## src/rtl/riscv_pkg.sv

```systemverilog
// Shared RV32I constants and types for the memory stage and the load/store lane aligner.
package riscv_pkg;

  localparam logic [6:0] OP_LOAD  = 7'b0000011;
  localparam logic [6:0] OP_STORE = 7'b0100011;

  localparam logic [2:0] F3_B  = 3'b000;
  localparam logic [2:0] F3_H  = 3'b001;
  localparam logic [2:0] F3_W  = 3'b010;
  localparam logic [2:0] F3_BU = 3'b100;
  localparam logic [2:0] F3_HU = 3'b101;

  typedef enum logic [1:0] {
    IDLE,
    REQ,
    DONE
  } mem_state_e;

  // Halfword accesses need an even address, word accesses a 4-byte aligned one.
  function automatic logic is_misaligned(input logic [2:0] funct3, input logic [1:0] offset);
    logic bad;
    bad = 1'b0;
    if ((funct3 == F3_H) || (funct3 == F3_HU)) begin
      bad = offset[0];
    end else if (funct3 == F3_W) begin
      bad = (offset != 2'b00);
    end
    return bad;
  endfunction

endpackage

```

## src/rtl/mem_stage_if.sv

```systemverilog
// Data-memory request/acknowledge bus between the MEM stage (master) and the data memory (slave).
interface mem_stage_if;

  logic        dmem_req_o;
  logic        dmem_we_o;
  logic [31:0] dmem_addr_o;
  logic [3:0]  dmem_be_o;
  logic [31:0] dmem_wdata_o;
  logic        dmem_ack_i;
  logic [31:0] dmem_rdata_i;

  modport master (
    output dmem_req_o,
    output dmem_we_o,
    output dmem_addr_o,
    output dmem_be_o,
    output dmem_wdata_o,
    input  dmem_ack_i,
    input  dmem_rdata_i
  );

  modport slave (
    input  dmem_req_o,
    input  dmem_we_o,
    input  dmem_addr_o,
    input  dmem_be_o,
    input  dmem_wdata_o,
    output dmem_ack_i,
    output dmem_rdata_i
  );

endinterface

```

## src/rtl/lsu_align.sv

```systemverilog
// Combinational byte-lane steering: store data/enables out to the word bus, and
// extraction plus sign/zero extension of load data coming back.
module lsu_align
  import riscv_pkg::*;
(
  input  logic [2:0]  funct3,
  input  logic [1:0]  offset,
  input  logic [31:0] store_data,
  input  logic [31:0] rdata,
  output logic [3:0]  be,
  output logic [31:0] wdata,
  output logic [31:0] load_data
);

  logic [31:0] shifted;

  // Sub-word stores replicate the datum across all lanes; be selects the live lane.
  always_comb begin
    be    = 4'b0000;
    wdata = store_data;
    case (funct3)
      F3_B: begin
        be    = 4'b0001 << offset;
        wdata = {4{store_data[7:0]}};
      end
      F3_H: begin
        be    = 4'b0011 << offset;
        wdata = {2{store_data[15:0]}};
      end
      F3_W: begin
        be    = 4'b1111;
        wdata = store_data;
      end
      default: begin
        be    = 4'b0000;
        wdata = store_data;
      end
    endcase
  end

  assign shifted = rdata >> {offset, 3'b000};

  always_comb begin
    load_data = '0;
    case (funct3)
      F3_B:    load_data = {{24{shifted[7]}}, shifted[7:0]};
      F3_BU:   load_data = {24'h000000, shifted[7:0]};
      F3_H:    load_data = {{16{shifted[15]}}, shifted[15:0]};
      F3_HU:   load_data = {16'h0000, shifted[15:0]};
      F3_W:    load_data = shifted;
      default: load_data = '0;
    endcase
  end

endmodule

```

## src/rtl/mem_stage.sv

```systemverilog
// RV32I MEM stage: issues data-memory accesses over req/ack, stalls upstream while one is
// outstanding, and loads the MEM/WB pipeline registers.
module mem_stage
  import riscv_pkg::*;
#(
  parameter int unsigned TIMEOUT_CYCLES = 255
) (
  input  logic        clk_i,
  input  logic        rst_i,
  input  logic        valid_i,
  input  logic [31:0] PC,
  input  logic [31:0] ALUOut,
  input  logic [31:0] RegReadData2,
  input  logic [31:0] instMEM,
  mem_stage_if.master dmem,
  output logic        stall_o,
  output logic [31:0] PC_reg,
  output logic [31:0] ALUOut_reg,
  output logic [31:0] MemData_reg,
  output logic [31:0] inst_reg,
  output logic        valid_o,
  output logic        misalign_o,
  output logic        bus_err_o
);

  localparam int CNT_W = $clog2(TIMEOUT_CYCLES + 1);
  localparam logic [CNT_W-1:0] CNT_LAST = CNT_W'(TIMEOUT_CYCLES - 1);

  mem_state_e state, state_next;

  logic [6:0]  opcode;
  logic [2:0]  funct3;
  logic [1:0]  offset;
  logic        is_load, is_store, mem_op, misaligned;
  logic        start, capture, timeout;
  logic [3:0]  align_be;
  logic [31:0] align_wdata, align_load;

  logic             req_q, we_q, err_q;
  logic [31:0]      addr_q, wdata_q, load_buf;
  logic [3:0]       be_q;
  logic [CNT_W-1:0] cnt;

  assign opcode     = instMEM[6:0];
  assign funct3     = instMEM[14:12];
  assign offset     = ALUOut[1:0];
  assign is_load    = (opcode == OP_LOAD);
  assign is_store   = (opcode == OP_STORE);
  assign mem_op     = valid_i & (is_load | is_store);
  assign misaligned = is_misaligned(funct3, offset);

  lsu_align u_align (
    .funct3     (funct3),
    .offset     (offset),
    .store_data (RegReadData2),
    .rdata      (dmem.dmem_rdata_i),
    .be         (align_be),
    .wdata      (align_wdata),
    .load_data  (align_load)
  );

  always_ff @(posedge clk_i or posedge rst_i) begin
    if (rst_i) begin
      state <= IDLE;
    end else begin
      state <= state_next;
    end
  end

  // An ack in the same cycle as the last allowed REQ cycle still wins over the timeout.
  always_comb begin
    state_next = state;
    stall_o    = 1'b0;
    start      = 1'b0;
    capture    = 1'b0;
    timeout    = 1'b0;
    case (state)
      IDLE: begin
        if (mem_op && !misaligned) begin
          start      = 1'b1;
          stall_o    = 1'b1;
          state_next = REQ;
        end else begin
          capture = 1'b1;
        end
      end
      REQ: begin
        stall_o = 1'b1;
        if (dmem.dmem_ack_i) begin
          state_next = DONE;
        end else if (cnt == CNT_LAST) begin
          timeout    = 1'b1;
          state_next = DONE;
        end
      end
      DONE: begin
        capture    = 1'b1;
        state_next = IDLE;
      end
      default: state_next = IDLE;
    endcase
    if (rst_i) begin
      stall_o = 1'b0;
    end
  end

  always_ff @(posedge clk_i or posedge rst_i) begin
    if (rst_i) begin
      req_q    <= 1'b0;
      we_q     <= 1'b0;
      addr_q   <= '0;
      be_q     <= '0;
      wdata_q  <= '0;
      cnt      <= '0;
      load_buf <= '0;
      err_q    <= 1'b0;
    end else begin
      case (state)
        IDLE: begin
          if (start) begin
            req_q    <= 1'b1;
            we_q     <= is_store;
            addr_q   <= {ALUOut[31:2], 2'b00};
            be_q     <= is_store ? align_be : 4'b1111;
            wdata_q  <= is_store ? align_wdata : 32'h0;
            cnt      <= '0;
            load_buf <= '0;
            err_q    <= 1'b0;
          end
        end
        REQ: begin
          if (dmem.dmem_ack_i) begin
            req_q    <= 1'b0;
            load_buf <= we_q ? 32'h0 : align_load;
          end else if (timeout) begin
            req_q    <= 1'b0;
            err_q    <= 1'b1;
            load_buf <= '0;
          end else begin
            cnt <= cnt + 1'b1;
          end
        end
        default: ;
      endcase
    end
  end

  assign dmem.dmem_req_o   = req_q;
  assign dmem.dmem_we_o    = we_q;
  assign dmem.dmem_addr_o  = addr_q;
  assign dmem.dmem_be_o    = be_q;
  assign dmem.dmem_wdata_o = wdata_q;

  // While an access is in flight the WB stage sees a bubble rather than a repeat.
  always_ff @(posedge clk_i or posedge rst_i) begin
    if (rst_i) begin
      PC_reg      <= '0;
      ALUOut_reg  <= '0;
      MemData_reg <= '0;
      inst_reg    <= '0;
      valid_o     <= 1'b0;
      misalign_o  <= 1'b0;
      bus_err_o   <= 1'b0;
    end else if (capture) begin
      PC_reg     <= PC;
      ALUOut_reg <= ALUOut;
      inst_reg   <= instMEM;
      valid_o    <= valid_i;
      if (state == DONE) begin
        MemData_reg <= load_buf;
        misalign_o  <= 1'b0;
        bus_err_o   <= err_q;
      end else begin
        MemData_reg <= '0;
        misalign_o  <= mem_op & misaligned;
        bus_err_o   <= 1'b0;
      end
    end else begin
      valid_o    <= 1'b0;
      misalign_o <= 1'b0;
      bus_err_o  <= 1'b0;
    end
  end

endmodule

```

## src/flat_wrapper.sv

```systemverilog
// flat-port wrapper written by rule: the top's interface ports become plain ports
module mem_stage_flat import riscv_pkg::*;
#(
  parameter int unsigned TIMEOUT_CYCLES = 255
)
  (clk_i, rst_i, valid_i, PC, ALUOut, RegReadData2, instMEM, stall_o, PC_reg, ALUOut_reg, MemData_reg, inst_reg, valid_o, misalign_o, bus_err_o, dmem_dmem_req_o, dmem_dmem_we_o, dmem_dmem_addr_o, dmem_dmem_be_o, dmem_dmem_wdata_o, dmem_dmem_ack_i, dmem_dmem_rdata_i);
  mem_stage_if dmem_i ();
  input  logic clk_i;
  input  logic rst_i;
  input  logic valid_i;
  input  logic [31:0] PC;
  input  logic [31:0] ALUOut;
  input  logic [31:0] RegReadData2;
  input  logic [31:0] instMEM;
  output logic stall_o;
  output logic [31:0] PC_reg;
  output logic [31:0] ALUOut_reg;
  output logic [31:0] MemData_reg;
  output logic [31:0] inst_reg;
  output logic valid_o;
  output logic misalign_o;
  output logic bus_err_o;
  output wire logic [$bits(dmem_i.dmem_req_o)-1:0] dmem_dmem_req_o;
  output wire logic [$bits(dmem_i.dmem_we_o)-1:0] dmem_dmem_we_o;
  output wire logic [$bits(dmem_i.dmem_addr_o)-1:0] dmem_dmem_addr_o;
  output wire logic [$bits(dmem_i.dmem_be_o)-1:0] dmem_dmem_be_o;
  output wire logic [$bits(dmem_i.dmem_wdata_o)-1:0] dmem_dmem_wdata_o;
  input wire logic [$bits(dmem_i.dmem_ack_i)-1:0] dmem_dmem_ack_i;
  input wire logic [$bits(dmem_i.dmem_rdata_i)-1:0] dmem_dmem_rdata_i;
  assign dmem_dmem_req_o = dmem_i.dmem_req_o;
  assign dmem_dmem_we_o = dmem_i.dmem_we_o;
  assign dmem_dmem_addr_o = dmem_i.dmem_addr_o;
  assign dmem_dmem_be_o = dmem_i.dmem_be_o;
  assign dmem_dmem_wdata_o = dmem_i.dmem_wdata_o;
  assign dmem_i.dmem_ack_i = dmem_dmem_ack_i;
  assign dmem_i.dmem_rdata_i = dmem_dmem_rdata_i;
  mem_stage #(.TIMEOUT_CYCLES(TIMEOUT_CYCLES)) u_core (.clk_i(clk_i), .rst_i(rst_i), .valid_i(valid_i), .PC(PC), .ALUOut(ALUOut), .RegReadData2(RegReadData2), .instMEM(instMEM), .dmem(dmem_i), .stall_o(stall_o), .PC_reg(PC_reg), .ALUOut_reg(ALUOut_reg), .MemData_reg(MemData_reg), .inst_reg(inst_reg), .valid_o(valid_o), .misalign_o(misalign_o), .bus_err_o(bus_err_o));
endmodule
```

## config.mk

```make
export PLATFORM = sky130hd
export DESIGN_NAME = mem_stage_flat
export DESIGN_NICKNAME = d
export VERILOG_FILES = /design/src/rtl/riscv_pkg.sv /design/src/rtl/mem_stage_if.sv /design/src/rtl/lsu_align.sv /design/src/rtl/mem_stage.sv /design/src/flat_wrapper.sv
export SDC_FILE = /design/constraint.sdc
export NUM_CORES = 1
export LEC_CHECK = 0
export BUFFER_PORTS_ARGS = -buffer_cell sky130_fd_sc_hd__buf_2
export CAP_MARGIN = 20
export CORE_MARGIN = 2
export CORE_UTILIZATION = 50
export DETAILED_ROUTE_END_ITERATION = 8
export GPL_ROUTABILITY_DRIVEN = 0
export GPL_TIMING_DRIVEN = 0
export PLACE_DENSITY = 0.8
export SLEW_MARGIN = 20
export SYNTH_ARGS = -nofsm -noshare
export SYNTH_HDL_FRONTEND = slang
export SYNTH_HIERARCHICAL = 1
export SYNTH_SLANG_ARGS = --single-unit
```

## constraint.sdc

```tcl
create_clock -name clk_i -period 13.7 [get_ports clk_i]
set_clock_uncertainty 0.2 [all_clocks]
set_input_delay 2.055 -clock clk_i [delete_from_list [all_inputs] [get_ports clk_i]]
set_output_delay 2.055 -clock clk_i [all_outputs]
set_load 0.05 [all_outputs]
```

; ---- After elaboration in Yosys (flattened, before gate mapping)
; Cells that the tools add are included.
[totals]
ff_bits = 242
input_bits = 164
output_inout_bits = 202
[op_classes]
addsub = 1
n_eq_ne = 16
shifts = 3
n_mux = 43
bitwise = 3
n_reduce_logical = 12
[ops]
columns = cell, count
row1 = $mux 32, 6
row2 = $pmux 32 s5, 1
row3 = $pmux 32 s2, 2
row4 = $shr 32x5->32, 1
row5 = $mux 8, 3
row6 = $mux 1, 20
row7 = $pmux 8 s2, 1
row8 = $pmux 4 s3, 1
row9 = $add 8x1->8 const B, 1
row10 = $eq 8x8->1 const B, 1
row11 = $pmux 1 s2, 4
row12 = $reduce_and 4->1, 2
row13 = $eq 7x2->1 const B, 1
row14 = $eq 7x6->1 const B, 1
row15 = $eq 3x3->1 const B, 2
row16 = $mux 2, 3
row17 = $ne 2x1->1 const B, 3
row18 = $ne 3x2->1 const B, 2
row19 = $mux 4, 1
row20 = $ne 2x2->1 const B, 2
row21 = $pmux 2 s2, 1
row22 = $reduce_and 2->1, 2
row23 = $reduce_bool 2->1, 2
row24 = $shl 1x2->4 const A, 1
row25 = 13 further kinds, 14

; ---- Logic depth before layout (Yosys ltp)
[depth]
depth_word = 9
ltp_mapped = 8

; ---- Modules after synthesis
; Netlist, hierarchy kept.
[modules_own_cells]
columns = mod, n_inst, cells_each, area_each_um2
row1 = mem_stage, 1, 650, 9511.6
row2 = lsu_align, 1, 189, 1290.0

; ---- Worst setup path after synthesis
; Ideal clock, no wire load.
[synth_path]
path_type = in2out
from = in instMEM[6]
to = out stall_o
arrival_ns = 3.931
required_ns = 11.445
slack_ns = 7.514
cell_stages = 4
n_path_buf = 0
cell_sequence = or4b_4 > nor3_1 > a21oi_1 > nor3_1
[synth_between]
elab_chain_len = 7
elab_cells_between_ends = 8
cone_classes = eq/ne: 2 / mux: 3 / bitwise: 2 / reduce/logical: 1
[synth_rtl]
columns = item, line
row1 = from (decl), flat_wrapper.sv:14  ; input logic [31:0] instMEM;
row2 = $eq 7x2->1 or $eq 7x6->1 (tied branches), "mem_stage.sv:47, mem_stage.sv:48"
row3 = $or 1x1->1 (*), mem_stage.sv:49  ; assign mem_op = valid_i & (is_load | is_store);
row4 = $and 1x1->1 (*), mem_stage.sv:49
row5 = $logic_and 1x1->1 (*), mem_stage.sv:79  ; if (mem_op && !misaligned) begin
row6 = $mux 1 (*), mem_stage.sv:79
row7 = $pmux 1 s2 (*), mem_stage.sv:77  ; case (state)
row8 = $mux 1 (*), mem_stage.sv:102  ; if (rst_i) begin
row9 = to (decl), flat_wrapper.sv:15  ; output logic stall_o;
; Every way passes the cells marked *; elsewhere a longest branch is shown, timed or not.

; ---- Worst setup path in the final report
[layout_path]
from = in instMEM[13]
to = out stall_o
[layout_between]
elab_chain_len = 8
elab_cells_between_ends = 11
cone_classes = eq/ne: 3 / mux: 5 / reduce/logical: 3
[layout_rtl]
columns = item, line
row1 = $eq 3x2->1 (tied with other cells), riscv_pkg.sv:25  ; end else if (funct3 == F3_W) begin
row2 = $mux 1 or $logic_or 1x1->1 (tied branches), "riscv_pkg.sv:25, riscv_pkg.sv:23"
row3 = $mux 1 (*), riscv_pkg.sv:23  ; if ((funct3 == F3_H) || (funct3 == F3_HU)) begin
row4 = $logic_not 1->1 (*), mem_stage.sv:79
row5 = $logic_and 1x1->1 (*), mem_stage.sv:79
row6 = $mux 1 (*), mem_stage.sv:79
row7 = $pmux 1 s2 (*), mem_stage.sv:77
row8 = $mux 1 (*), mem_stage.sv:102
; Marks and branches as above.

==> results.sh <==
export IMPL_outcome="complete, no violations"
export IMPL_ctsResizeCount=0
export IMPL_detail_route_wirelength_mm=29.3
export IMPL_drc=0
export IMPL_floorplan_initialDensity_pct=51.2
export IMPL_setup_repair_after_global_routing_missed_its_margin="false"
export IMPL_detailedRoute_firstPassIterationCount=5
export IMPL_core_area_sq_mm=0.0211
export IMPL_max_root_sink_buffers=3
export IMPL_drt_first_iter_violations=398
export IMPL_power_leakage_nw=7.09
export IMPL_clkTransAtPathRegs_ps=60
export IMPL_grt_first_pass_wirelength_mm=44.4
export IMPL_number_of_flops_mapped_to_enable_cells_by_yosys=0
export IMPL_detail_route_antenna_nets=0
export IMPL_hold_path_depth=1
export IMPL_syn_area_per_cell_sq_um=12.9
export IMPL_maxSlewViolCount=0
export IMPL_worst_setup_path_start_kind="primary input"
export IMPL_core_rowCount=53
export IMPL_wl_per_cell_um=19.2
export IMPL_area_delta_synth_final_pct=29.4
export IMPL_post_route_min_period_ps=5850
export IMPL_setup_tns_final_ps=0
export IMPL_yosys_area_share_xor_xnor_pct=0.0811
export IMPL_postCtsHoldBufs=0
export IMPL_ff2ff_setup_slack_ps=10990
export IMPL_synth_ff_latch_count=242
export IMPL_htree_num_levels=1
export IMPL_die_height_um=151
export IMPL_pwr_density_cell_mw_per_mm2=140
export IMPL_synth_mux_area_share_pct=21.1
export IMPL_hold_viol_final=0
export IMPL_place_detailed_hpwl_mm=21.4
export IMPL_critPathArrivalTime_ps=3600
export IMPL_rr_startpoint="u_core/state[0]"
export IMPL_synth_compound_gate_area_share_pct=11.1
export IMPL_clock_sink_count=242
export IMPL_die_area_sq_mm=0.0228
export IMPL_timing_hold_worst_start="u_core/err_q"
export IMPL_crit_path_max_fanout=10
export IMPL_hold_path_end="u_core/bus_err_o"
export IMPL_drive_gt1_share_pct=48.5
export IMPL_synth_simple_gate_area_share_pct=6.20
export IMPL_fill_cells=1595
export IMPL_synthesis_yosys_warnings=6
export IMPL_worstPathRequired_ps=11440
export IMPL_io_buffers=363
export IMPL_io_pins=366
export IMPL_combinational_family_with_the_most_area_after_synthesis="multiplexers"
export IMPL_die_width_um=151
export IMPL_cap_viol_max_count=0
export IMPL_clock_latency_at_the_later_pin_of_the_worst_skew_pair_ps=520
export IMPL_mostFrequentLayoutCell="sky130_fd_sc_hd__buf_2"
export IMPL_first_global_vias=8452
export IMPL_synth_cell_area_sq_mm=0.0108
export IMPL_nets=1400
export IMPL_reg2reg_depth=5
export IMPL_worstHoldPathType="flip-flop to flip-flop"
export IMPL_largest_net_degree_at_the_start_of_global_routing=101
export IMPL_worst_slew_pin_transition_ps=782
export IMPL_timing_worst_setup_path_type="primary input to output pin"
export IMPL_final_period_utilization_pct=42.7
export IMPL_worst_ir_drop_vdd_mv=0.122
export IMPL_finalSetupViolations=0
export IMPL_ys_types=52
export IMPL_tritoncts="built"
export IMPL_timing_fmax_mhz=171
export IMPL_syn_instance_count=839
export IMPL_post_cts_buffers=0
export IMPL_top_flip_flop_cell_by_instance_count_after_synthesis="sky130_fd_sc_hd__dfrtp_1"
export IMPL_setup_worst_path_end_class="output pin"
export IMPL_cts_inserted_buffers=27
export IMPL_gr_usage_all_layers_pct=24.7
export IMPL_cts_root_buf="sky130_fd_sc_hd__clkbuf_16"
export IMPL_relSlewSlack_pct=47.0
export IMPL_number_of_antenna_violations_at_the_first_check_in_global_routing=1
export IMPL_synth_seq_area_share_pct=56.1
export IMPL_via_count=8313
export IMPL_via_per_inst=5.44
export IMPL_async_reset_ff_share_pct=100
export IMPL_synth_adder_area_share_pct=0.232
export IMPL_postLayoutCoreUtil_pct=66.3
export IMPL_final_cell_mix="384 x sky130_fd_sc_hd__buf_2, 242 x sky130_fd_sc_hd__dfrtp_1, 119 x sky130_fd_sc_hd__mux2_2, 59 x sky130_fd_sc_hd__nand2_1, 58 x sky130_fd_sc_hd__mux2i_1"
export IMPL_worst_reg2reg_endpoint="u_core/load_buf[2]"
export IMPL_globalRoute_totalOverflow=0
-- worst max-delay path by stage --
stage	from	endpoint	slack, ps	cells after the start
6_report	instMEM[13]	stall_o	7850	7
5_1_grt	instMEM[13]	stall_o	7770	7
4_1_cts	instMEM[13]	stall_o	7860	7
3_5_place_dp	instMEM[13]	stall_o	7870	7
3_3_place_gp	rst_i	u_core/PC_reg[27]	2140	2
2_1_floorplan	rst_i	u_core/ALUOut_reg[0]	4800	1
-- stage by stage --
| stage | hold slack [ps] | cell area, sq um | total power (W) | setup WS [ps] | std cells |
|---|---|---|---|---|---|
| after floorplan | 254 | 10800 | 0.00110 | 4800 | 840 |
| after global placement | 276 | 13000 | 0.00120 | 2140 | 1478 |
| after detailed placement | 269 | 13000 | 0.00121 | 7870 | 1480 |
| after CTS | 292 | 14000 | 0.00198 | 7860 | 1528 |
| after global routing | 310 | 14000 | 0.00204 | 7770 | 1529 |
| final | 291 | 14000 | 0.00196 | 7850 | 1529 |
-- worst max-delay path, stage by stage --
cell	delay (ps)
sky130_fd_sc_hd__buf_2	200
sky130_fd_sc_hd__or4bb_1	520
sky130_fd_sc_hd__and3_1	190
sky130_fd_sc_hd__clkbuf_1	170
sky130_fd_sc_hd__a21oi_1	160
sky130_fd_sc_hd__nor3_1	70
sky130_fd_sc_hd__buf_2	230
-- routing by layer --
layer  global-route usage [%]  wire, um  vias up
li1                         -         -     3803
met1                     30.8     11600     4130
met2                     42.9     14700      323
met3                     5.15      2170       57
met4                     8.41       784        0
met5                        0         0        -
-- where the power goes --
part | internal [W] | switching (W)
clock | 0.000474 | 0.000285
sequential | 0.000776 | 0.0000382
combinational | 0.000119 | 0.000270
-- synthesized netlist by cell type (all sizes together) (4+ instances only) --
| master | count | area, sq um |
|---|---|---|
| a22o | 37 | 324 |
| dfrtp | 242 | 6060 |
| a31o | 5 | 43.8 |
| nor2 | 13 | 51.3 |
| a32o | 32 | 320 |
| nand3 | 6 | 30.0 |
| a211oi | 16 | 120 |
| o2bb2ai | 8 | 70.1 |
| o21ai | 21 | 120 |
| clkbuf | 31 | 116 |
| nor3 | 5 | 30.0 |
| nor3b | 4 | 30.0 |
| mux2i | 58 | 581 |
| buf | 42 | 295 |
| inv | 38 | 143 |
| nand2b | 8 | 50.1 |
| nor2b | 12 | 75.1 |
| a21oi | 15 | 75.1 |
| nand2 | 59 | 221 |
| mux2 | 143 | 1700 |
-- kinds of logic after synthesis --
logic type	count (synthesis)
buffers and inverters	111
adder cells (fa/ha/maj)	2
XOR/XNOR	1
multiplexers	201
flip-flops	242
other	1
AND/OR/NAND/NOR	130
AO/OA/AOI/OAI	151
-- area by class of cell --
class	instances	area, sq um	share of cell area, %
buffer	73	412	2.95
sequential	242	6060	43.3
inverter	38	150	1.07
timing repair buffer	365	1870	13.4
antenna	1	2.50	0.0179
multi-input combinational	487	4200	30.0
clock inverter	9	155	1.11
tap	275	344	2.46
clock buffer	39	791	5.66
No activity file was read; power rests on OpenSTA's default activity.
